$ cat config.mk
export PLATFORM = sky130hd
export DESIGN_NAME = unary_expander_12
export DESIGN_NICKNAME = d
export VERILOG_FILES = /design/src/rtl/unary_expander_12.sv
export SDC_FILE = /design/constraint.sdc
export NUM_CORES = 1
export LEC_CHECK = 0
export CAP_MARGIN = 40
export CORE_AREA = 2 2 39 41
export DETAILED_ROUTE_END_ITERATION = 8
export DIE_AREA = 0 0 41 43
export HOLD_SLACK_MARGIN = 0.03
export PLACE_DENSITY = 0.84
export SLEW_MARGIN = 40
export SYNTH_ARGS = -nofsm -noshare
export SYNTH_HDL_FRONTEND = slang
export SYNTH_SLANG_ARGS = --single-unit
$ cat constraint.sdc
create_clock -name clk -period 1.9 [get_ports clk]
set_input_delay 0.19 -clock clk [delete_from_list [all_inputs] [get_ports clk]]
set_output_delay 0.19 -clock clk [all_outputs]
set_load 0.1 [all_outputs]
$ cat src/rtl/unary_expander_12.sv
// ---------------------------------------------------------------------------
// unary_expander_12
//   Expands a CW-bit count (0..N_BITS) into an N_BITS-long unary word that
//   is emitted bit-serially, LSB first. The first cnt bits are 1 and the rest
//   are 0. Valid/ready handshakes on both sides. One word is buffered, and a
//   new count can load on the last-bit transfer so that back-to-back words
//   have no bubble between them.
//
//   Ports
//     clk        in   rising-edge clock
//     reset      in   asynchronous, active-high reset
//     in_valid   in   in_count is valid
//     in_ready   out  expander can accept a count this cycle (combinational)
//     in_count   in   [CW-1:0] number of 1-bits; values above N_BITS are clamped
//     out_valid  out  out_bit is valid
//     out_ready  in   downstream accepts out_bit this cycle
//     out_bit    out  current unary bit
//     out_last   out  marks bit index N_BITS-1 of the current word
//     sat_err    out  one-cycle pulse after accepting in_count > N_BITS
//     out_vec    out  [N_BITS-1:0] thermometer code of the loaded count
//                     (present only with UNARY_EXPANDER_PAR_OUT_EN defined)
//
//   Build option: define UNARY_EXPANDER_PAR_OUT_EN to add the registered
//   parallel thermometer output out_vec. The serial path is the same either way.
// ---------------------------------------------------------------------------
module unary_expander_12 #(
    parameter int N_BITS = 12,
    parameter int CW     = 4
) (
    input  logic              clk,
    input  logic              reset,
    input  logic              in_valid,
    output logic              in_ready,
    input  logic [CW-1:0]     in_count,
    output logic              out_valid,
    input  logic              out_ready,
    output logic              out_bit,
    output logic              out_last,
`ifdef UNARY_EXPANDER_PAR_OUT_EN
    output logic [N_BITS-1:0] out_vec,
`endif
    output logic              sat_err
);

    typedef enum logic {IDLE = 1'b0, SHIFT = 1'b1} state_t;

    localparam logic [CW-1:0] MAX_CNT  = CW'(N_BITS);
    localparam logic [CW-1:0] LAST_IDX = CW'(N_BITS - 1);

    state_t          r_state, w_state_nxt;
    logic [CW-1:0]   r_cnt;
    logic [CW-1:0]   r_idx;
    logic            r_sat_err;

    logic            w_in_xfer;
    logic            w_out_xfer;
    logic            w_over;
    logic [CW-1:0]   w_clamp;

    // The output side is valid exactly while a word is being shifted out.
    assign out_valid = (r_state == SHIFT);
    assign out_bit   = (r_idx < r_cnt);
    assign out_last  = (r_idx == LAST_IDX);
    assign sat_err   = r_sat_err;

    assign w_out_xfer = out_valid & out_ready;
    // Reset forces IDLE, so in_ready reads 1 during reset. The async reset
    // branch below keeps any in_valid from loading while reset is high.
    assign in_ready   = (r_state == IDLE) | (w_out_xfer & out_last);
    assign w_in_xfer  = in_valid & in_ready;

    assign w_over  = (in_count > MAX_CNT);
    assign w_clamp = w_over ? MAX_CNT : in_count;

    // State register
    always_ff @(posedge clk or posedge reset) begin
        if (reset) r_state <= IDLE;
        else       r_state <= w_state_nxt;
    end

    // Next state. A load that happens in the same cycle as the last-bit
    // transfer takes priority, so the FSM stays in SHIFT and no bubble appears.
    always_comb begin
        w_state_nxt = r_state;
        if (w_in_xfer)
            w_state_nxt = SHIFT;
        else if (w_out_xfer && out_last)
            w_state_nxt = IDLE;
    end

    // Datapath registers
    always_ff @(posedge clk or posedge reset) begin
        if (reset) begin
            r_cnt     <= '0;
            r_idx     <= '0;
            r_sat_err <= 1'b0;
        end else begin
            r_sat_err <= w_in_xfer & w_over;
            if (w_in_xfer) begin
                r_cnt <= w_clamp;
                r_idx <= '0;
            end else if (w_out_xfer && !out_last) begin
                r_idx <= r_idx + CW'(1);
            end
        end
    end

`ifdef UNARY_EXPANDER_PAR_OUT_EN
    logic [N_BITS-1:0] w_therm;
    logic [N_BITS-1:0] r_vec;

    always_comb begin
        w_therm = '0;
        for (int k = 0; k < N_BITS; k++)
            w_therm[k] = (CW'(k) < w_clamp);
    end

    always_ff @(posedge clk or posedge reset) begin
        if (reset)          r_vec <= '0;
        else if (w_in_xfer) r_vec <= w_therm;
    end

    assign out_vec = r_vec;
`endif

endmodule
==> results of run 1 <==
how the worst max path moves through the flow:
stage	start	slack, ps	to
6_report	r_idx[1]	170	out_bit
4_1_cts	r_idx[1]	150	out_bit
3_5_place_dp	out_ready	310	r_cnt[2]
2_1_floorplan	out_valid	70	out_valid
5_1_grt	r_idx[1]	80	out_bit
3_3_place_gp	out_ready	330	r_cnt[2]
through the flow:
stage | hold slack, ps | area [sq um] | utilization, %
final | 205 | 793 | 57.3
after global routing | 237 | 793 | 57.3
after detailed placement | 506 | 757 | 54.7
after global placement | 488 | 757 | 54.7
after CTS | 222 | 793 | 57.3
after floorplan | 30.1 | 608 | -
state kept, by name (all words and copies together) (netlist names):
name,flops
r_cnt,4
out_valid,1
r_idx,4
sat_err,1
logic make-up after synthesis:
group	after synthesis	synth area share, %
mux	4	7.01
fa+ha+maj	4	8.25
flops	10	41.2
compound gates	14	18.8
simple gates	17	15.9
buf+inv	11	8.87
power by group:
group	total (mW)	leakage, nW	switching, mW	internal, mW
Sequential	0.389	0.119	0.0899	0.299
Combinational	0.782	0.248	0.457	0.325
Clock	0.195	0.0210	0.0790	0.116
critical path, cell delays in order, from the launching register on:
cell and delay, ps:
dfrtp_1 440, ha_1 300, a21oi_1 160, o21a_1 200, buf_12 180
cell usage after synthesis:
library cell,instances
a211o_1,1
buf_6,1
mux2i_1,2
nand2_1,8
dfrtp_1,10
mux2_2,2
o31ai_1,1
buf_2,1
o21a_1,2
o211ai_1,1
nor3b_1,2
inv_1,8
a21oi_1,4
ha_1,4
and3_2,1
a211oi_2,1
a32o_1,1
nor3_1,1
buf_4,1
nor2_1,1
nand2b_1,1
o22ai_1,1
a21oi_4,1
nand4b_2,1
a22o_2,1
and3b_1,1
nand3_1,1
layer usage:
layer  vias to the layer above  GRT usage (%)  share of wire [%]
li1                        239              -                  -
met1                       227           19.4                 44
met2                        12           23.4                 50
met3                         2           3.14                4.5
met4                         0           10.0                1.1
met5                         -              0                  0
final cells by class:
class                           count  share of cell area, %
Tap cell                           16                   2.52
Clock buffer                        4                   4.57
Multi-Input combinational cell     39                   38.2
Timing Repair Buffer               13                   19.2
Inverter                            8                   3.79
Sequential cell                    10                   31.7
==> summary.md, run 1 <==
| Metric | Value |
|---|---|
| FMAX | `between 500 and 600 MHz` |
| GPL Wtd Cong | `0.810` |
| FF-to-FF End | `r_idx[0]` |
| Flop-to-flop setup slack | `320 ps` |
| Area of the multi-input gates | `between 300 and 400 sq um` |
| Total Wirelength | `approximately 1.1 mm` |
| Most frequent cells in the layout | `dfrtp_1, inv_1, nand2_1` |
| Post-Syn Area | `slightly above 600 sq um` |
| CTS Root Cell | `clkbuf_4` |
| CTS buffer count | `3` |
| Initial antenna violation count | `0` |
| Area Overhead vs Synth | `30.7%` |
| Commonest non-fill, non-tap cell in the layout | `dfrtp_1` |
| Hpwl dp | `870 um` |
| Fillcell total | `around 120` |
| Skew final | `~0.48 ps` |
| Reg2reg path depth | `4` |
| Final Slew Violations | `0` |
| Power per cell area | `~1700 nW/um^2` |
| Final setup vio count | `0` |
| Final period utilization | `around nine tenths` |
| WP data required | `around 1700 ps` |
| Startpoint Class | `register` |
| Max cap viols | `0` |
| Maximum vdd drop | `about 1.8 mV` |
| Die Area | `approximately 1800 sq um` |
| Hold Vio Cnt, Final | `0` |
| Postcts setup bufs | `0` |
| Non-Filler Instances | `90` |
| Hold/Removal Path Class | `input pin to async pin` |
| Syn nets | `a little over 70` |
| Place WS | `approximately 310 ps` |
| Worst R2R Start | `r_idx[0]` |
| DR WL/cell | `between 10 and 15 um` |
| Layout Nets | `87` |
| Post-Syn Instances | `60` |
| Crit path time final | `1730 ps` |
| Total power | `between 1 and 1.5 mW` |
| GRT overflow | `0` |
| Layout cells sized above 1 | `between 20% and 30%` |
| Initial core utilization | `43.9%` |
| Clock transition at the registers of the reported paths | `70 ps` |
| Synth area leader | `dfrtp_1` |
| Largest net degree at the start of global routing | `11` |
| Vias in the first global route | `roughly 440` |
| Core Area | `1380 sq um` |
| GRT Overall Usage | `between 10% and 20%` |
| Pre-Repair DR Iteration Count | `4` |
| Post-synthesis sequential area ratio | `~41%` |
| Post-Place Cells | `86` |
| # port buffers | `12` |
| Top-area cell type share of the netlist area | `roughly 41%` |
| Slew HR | `around 74%` |
| Post-CTS Resized | `0` |
| Status | `complete, no violations` |
| Sink Count | `10` |
| WS Path Type | `register to output port` |
| Syn avg cell area | `roughly 10 sq um` |
| Top-level port count | `13` |
| FF/Latch Area | `between 200 and 300 sq um` |
| Clock latency on the worst-skew pair | `roughly 260 ps` |
| CTS Hold Buffers Added | `0` |
| Floorplan row count | `14` |
| Die width | `about 40 um` |
| # diodes | `0` |
| Chip Height | `43 um` |
| DRC Markers | `0` |
| Yosys warns | `0` |
| Pleak | `between 0.3 and 0.4 nW` |
| Synth top area cells | `dfrtp_1, ha_1, inv_1` |
| PnR worst setup slack | `between 150 and 200 ps` |
| Worst EP arrival | `around 1500 ps` |
| Seq cells post-synth | `10` |
| CTS tree | `done` |
| Routed vias/inst | `between 5 and 6` |
| RSZ-0062 raised after global routing | `no` |
| Max clock buf depth | `2` |
| First-pass GRT wire length | `~1.8 mm` |
| Final ANT Viol Nets | `0` |
| Least-Margin Pin Slew | `385 ps` |
| Via count | `480` |
| DR iter-0 viols | `10` |
| Unique masters post-synth | `27` |
| H-tree depth | `1` |
| Crit path capture type | `output port` |
| Worst-path fanout max | `5` |
| Setup tns final | `0 ps` |
Power figures use the tool's default switching activity.
==> run 2: changes to the inputs <==
- MAX_ROUTING_LAYER: not set -> met4
==> run 2 against run 1 <==
  * Clock skew rose by 1.0 ps
  * Maximum frequency is 0.26% lower
  * Global-route usage increased by 0.39 points
  * Hold slack lost 1.3 ps
  * Clock power about the same
  * Critical path type unchanged
  * Via count up 0.63%
  * Setup slack got worse by 4.6 ps
  * Non-clock buffer count unchanged
  * Critical endpoint unchanged
  * Largest cell class unchanged
  * Wire length down 0.62%
  * Sequential power about the same
==> summary.md, run 2 (same netlist as run 1, synthesis figures left out) <==
| Metric | Value |
|---|---|
| Most frequent cells in the layout | `dfrtp_1, inv_1, nand2_1 (unchanged)` |
| Worst-path fanout max | `5 (unchanged)` |
| GPL Wtd Cong | `0.822 (was 0.810)` |
| Clock transition at the registers of the reported paths | `70 ps (about the same)` |
| Layout Utilization | `57.3% (unchanged)` |
| DR iter-0 viols | `10 (unchanged)` |
| Postcts setup bufs | `0 (unchanged)` |
| # port buffers | `12 (unchanged)` |
| DRC Markers | `0 (unchanged)` |
| GRT overflow | `0 (unchanged)` |
| Vias in the first global route | `440 (was 441)` |
| Hold Vio Cnt, Final | `0 (unchanged)` |
| Crit path time final | `1740 ps (was 1730 ps)` |
| Flop-to-flop setup slack | `320 ps (about the same)` |
| CTS Hold Buffers Added | `0 (unchanged)` |
| Post-Place Cells | `86 (unchanged)` |
| Slew HR | `74.3% (about the same)` |
| DR WL/cell | `12.6 um (about the same)` |
| FF-to-FF End | `r_idx[0] (unchanged)` |
| Least-Margin Pin Slew | `385 ps (about the same)` |
| Initial antenna violation count | `0 (unchanged)` |
| H-tree depth | `1 (unchanged)` |
| RSZ-0062 raised after global routing | `no (unchanged)` |
| WP data required | `1710 ps (about the same)` |
| Max cap viols | `0 (unchanged)` |
| Initial core utilization | `43.9% (unchanged)` |
| FMAX | `576 MHz (was 577 MHz)` |
| Pleak | `0.389 nW (unchanged)` |
| Power per cell area | `1720 nW/um^2 (about the same)` |
| Final Slew Violations | `0 (unchanged)` |
| Pre-Repair DR Iteration Count | `4 (unchanged)` |
| Worst R2R Start | `r_idx[0] (unchanged)` |
| Routed vias/inst | `5.37 (was 5.33)` |
| Hpwl dp | `870 um (unchanged)` |
| WS Path Type | `register to output port (unchanged)` |
| Hold/Removal Path Class | `input pin to async pin (unchanged)` |
| Chip Height | `43 um (unchanged)` |
| Largest net degree at the start of global routing | `11 (unchanged)` |
| Layout cells sized above 1 | `24.3% (unchanged)` |
| Clock latency on the worst-skew pair | `260 ps (about the same)` |
| Maximum vdd drop | `1.78 mV (about the same)` |
| Die Area | `1760 sq um (unchanged)` |
| Non-Filler Instances | `90 (unchanged)` |
| Final setup vio count | `0 (unchanged)` |
| CTS buffer count | `3 (unchanged)` |
| Sink Count | `10 (unchanged)` |
| Reg2reg path depth | `4 (unchanged)` |
| Post-CTS Resized | `0 (unchanged)` |
| Max clock buf depth | `2 (unchanged)` |
| CTS tree | `done (unchanged)` |
| Crit path capture type | `output port (unchanged)` |
| CTS Root Cell | `clkbuf_4 (unchanged)` |
| Top-level port count | `13 (unchanged)` |
| # diodes | `0 (unchanged)` |
| First-pass GRT wire length | `1.80 mm (unchanged)` |
| Skew final | `1.48 ps (was 0.480 ps)` |
| Setup tns final | `0 ps (unchanged)` |
| Layout Nets | `87 (unchanged)` |
| GRT Overall Usage | `16.1% (was 15.7%)` |
| Commonest non-fill, non-tap cell in the layout | `dfrtp_1 (unchanged)` |
| Startpoint Class | `register (unchanged)` |
| Top flop regs | `r_cnt x4, r_idx x4 (unchanged)` |
| Total Wirelength | `1.13 mm (was 1.14 mm)` |
| Via count | `483 (was 480)` |
| Final ANT Viol Nets | `0 (unchanged)` |
| Status | `complete, no violations (unchanged)` |
| Final period utilization | `91.4% (was 91.2%)` |
| Area Overhead vs Synth | `30.7% (unchanged)` |
| Core Area | `1380 sq um (unchanged)` |
| Floorplan row count | `14 (unchanged)` |
| Die width | `41 um (unchanged)` |
| Worst EP arrival | `1550 ps (was 1540 ps)` |
run 2: through the flow:
| stage | worst slack, ps | power [mW] | cell area (sq um) | hold slack (ps) |
|---|---|---|---|---|
| after CTS | 150 | 1.38 | 793 | 222 |
| after floorplan | 70.6 | 0.935 | 608 | 30.1 |
| after global routing | 84.9 | 1.47 | 793 | 237 |
| after detailed placement | 312 | 1.18 | 757 | 506 |
| after global placement | 329 | 1.15 | 757 | 488 |
| final | 164 | 1.37 | 793 | 204 |
run 2: worst max-delay path by stage:
stage          slack, ps         to  startpoint  cells past startpoint
6_report             160    out_bit    r_idx[1]                      4
5_1_grt               80    out_bit    r_idx[1]                      4
3_3_place_gp         330   r_cnt[2]   out_ready                      4
2_1_floorplan         70  out_valid   out_valid                      3
4_1_cts              150    out_bit    r_idx[1]                      4
3_5_place_dp         310   r_cnt[2]   out_ready                      4
run 2: layer usage:
layer  vias up  track usage [%]  wire length [um]
met5         -                -                 0
met4         0             10.0                21
li1        239                -                 -
met2        13             23.4               568
met3         4             3.14                47
met1       227             19.4               492
run 2: critical path, stage by stage, from the launching register on:
cell and delay, ps:
dfrtp_1 440, ha_1 300, a21oi_1 160, o21a_1 200
buf_12 180
run 2: final cells by class:
class / count / area [sq um]
Tap cell: 16 / 20.0
Timing Repair Buffer: 13 / 153
Fill cell: 117 / 591
Multi-Input combinational cell: 39 / 303
Clock buffer: 4 / 36.3
Sequential cell: 10 / 251
Inverter: 8 / 30.0
run 2: power breakdown:
| part | switching [mW] | internal [mW] | leakage, nW |
|---|---|---|---|
| Sequential | 0.0887 | 0.299 | 0.119 |
| Clock | 0.0797 | 0.116 | 0.0210 |
| Combinational | 0.457 | 0.325 | 0.248 |
| Total | 0.625 | 0.741 | 0.389 |
==> run 3: changes to the inputs <==
- SKIP_LAST_GASP: not set -> 1
- clock period: 1.9 -> 2.1 ns (I/O delays scaled with it)
==> run 3 against run 2 <==
  * Sequential cell count stayed put
  * Clock skew is 7.2 ps higher
  * Global-route usage is 1.1 points higher
  * Clock-buffer cell count stayed put
  * Critical endpoint unchanged
  * Largest power group unchanged
==> summary.md, run 3 (same netlist as run 1, synthesis figures left out) <==
| Metric | Value |
|---|---|
| Critical path's slowest cell | `dfrtp_1 (unchanged)` |
| Layout Nets | `87 (unchanged)` |
| Final Slew Violations | `0 (unchanged)` |
| Critical path buffers and inverters | `1 (unchanged)` |
| Commonest non-fill, non-tap cell in the layout | `dfrtp_1 (unchanged)` |
| CP top delay family | `flip-flops (unchanged)` |
| Layout cells sized above 1 | `23.0% (was 24.3%)` |
| CTS tree | `done (unchanged)` |
| Startpoint Class | `register (unchanged)` |
| Pre-Repair DR Iteration Count | `4 (unchanged)` |
| Max cap viols | `0 (unchanged)` |
| Power per cell area | `1540 nW/um^2 (was 1720 nW/um^2)` |
| WP data required | `1890 ps (was 1710 ps)` |
| DR WL/cell | `13.1 um (was 12.6 um)` |
| FMAX | `~570 MHz` |
| Slew HR | `74.0% (was 74.3%)` |
| Core Area | `1380 sq um (unchanged)` |
| Total power | `1.20 mW (was 1.37 mW)` |
| Hold/Removal Path Class | `input pin to async pin (unchanged)` |
| Initial core utilization | `43.9% (unchanged)` |
| Floorplan row count | `14 (unchanged)` |
| PnR worst setup slack | `347 ps (was 164 ps)` |
| CTS Hold Buffers Added | `0 (unchanged)` |
| Area Overhead vs Synth | `29.1% (was 30.7%)` |
| CTS Root Cell | `clkbuf_4 (unchanged)` |
| DR iter-0 viols | `3 (was 10)` |
| Total Wirelength | `1.18 mm (was 1.13 mm)` |
| Postcts setup bufs | `0 (unchanged)` |
| Crit path capture type | `output port (unchanged)` |
| Via count | `485 (was 483)` |
| Crit path time final | `roughly 1800 ps` |
| Max clock buf depth | `2 (unchanged)` |
| Top flop regs | `r_cnt x4, r_idx x4 (unchanged)` |
| CTS buffer count | `3 (unchanged)` |
| Hold Slack | `210 ps (was 204 ps)` |
| Clock transition at the registers of the reported paths | `70 ps (about the same)` |
| Pleak | `0.382 nW (was 0.389 nW)` |
| Largest stage delay on the critical path | `460 ps (was 440 ps)` |
| GRT Overall Usage | `17.2% (was 16.1%)` |
| GRT overflow | `0 (unchanged)` |
| Hold Vio Cnt, Final | `0 (unchanged)` |
| Status | `complete, no violations (unchanged)` |
| Place WS | `481 ps (was 312 ps)` |
| Skew final | `8.64 ps (was 1.48 ps)` |
| Sink Count | `10 (unchanged)` |
| RSZ-0062 raised after global routing | `no (unchanged)` |
| Top-level port count | `13 (unchanged)` |
| Final period utilization | `a little over four fifths` |
| Worst EP arrival | `1540 ps (was 1550 ps)` |
| Clock latency on the worst-skew pair | `270 ps (was 260 ps)` |
| Chip Height | `43 um (unchanged)` |
| GPL Wtd Cong | `0.783 (was 0.822)` |
| Maximum vdd drop | `1.68 mV (was 1.78 mV)` |
| Critical-path cell list | `ha_1 -> a21oi_1 -> o21a_1 -> buf_12 (unchanged)` |
| Largest net degree at the start of global routing | `11 (unchanged)` |
| Least-Margin Pin Slew | `390 ps (was 385 ps)` |
| Routed vias/inst | `5.39 (was 5.37)` |
| Final setup vio count | `0 (unchanged)` |
| H-tree depth | `1 (unchanged)` |
| First-pass GRT wire length | `1.97 mm (was 1.80 mm)` |
| # diodes | `0 (unchanged)` |
| Most frequent cells in the layout | `dfrtp_1, inv_1, nand2_1 (unchanged)` |
| Die Area | `1760 sq um (unchanged)` |
| WS Path Type | `register to output port (unchanged)` |
| Vias in the first global route | `454 (was 440)` |
| Hpwl dp | `893 um (was 870 um)` |
| Final ANT Viol Nets | `0 (unchanged)` |
| Die width | `41 um (unchanged)` |
| Post-CTS Resized | `0 (unchanged)` |
| DRC Markers | `0 (unchanged)` |
| Initial antenna violation count | `0 (unchanged)` |
| # port buffers | `12 (unchanged)` |
| Setup tns final | `0 ps (unchanged)` |
| Worst-path fanout max | `7 (was 5)` |
-- run 3: cell counts in the layout (fill, tap and decap cells not counted) --
No cell type changed its count.
-- run 3: layer usage --
| metal | up-vias | global-route usage, % | wire length, um |
|---|---|---|---|
| li1 | 240 | - | - |
| met1 | 231 | 21.9 | 532 |
| met2 | 9 | 25.3 | 576 |
| met3 | 5 | 1.57 | 32 |
| met4 | 0 | 10.0 | 37 |
| met5 | - | - | 0 |
-- run 3: final timing paths --
kind,start,end,slack (ps),cells past startpoint
min in group clk,in_count[1],r_cnt[1],520,3
setup / recovery,r_idx[3],out_bit,350,4
setup reg to reg,r_idx[0],r_idx[0],530,4
hold reg to reg,r_cnt[3],r_cnt[3],520,1
max in group asynchronous,reset,out_valid,1590,2
hold / removal,reset,sat_err,210,2
-- run 3: where the power goes --
| part | internal, mW | switching [mW] | total (mW) |
|---|---|---|---|
| clock network | 0.0735 | 0.0688 | 0.142 |
| registers | 0.271 | 0.0845 | 0.355 |
| logic | 0.294 | 0.411 | 0.705 |
| total | 0.638 | 0.564 | 1.20 |
-- run 3: cell type report --
type | count | area (sq um)
Timing Repair Buffer | 13 | 153
Fill cell | 122 | 601
Tap cell | 16 | 20.0
Clock buffer | 4 | 26.3
Sequential cell | 10 | 251
Inverter | 8 | 30.0
Multi-Input combinational cell | 39 | 303
-- run 3: through the flow --
step	util (%)	area [sq um]	instances
2_1_floorplan	-	608	60
3_3_place_gp	54.7	757	86
3_5_place_dp	54.7	757	86
4_1_cts	56.6	783	90
5_1_grt	56.6	783	90
6_report	56.6	783	90
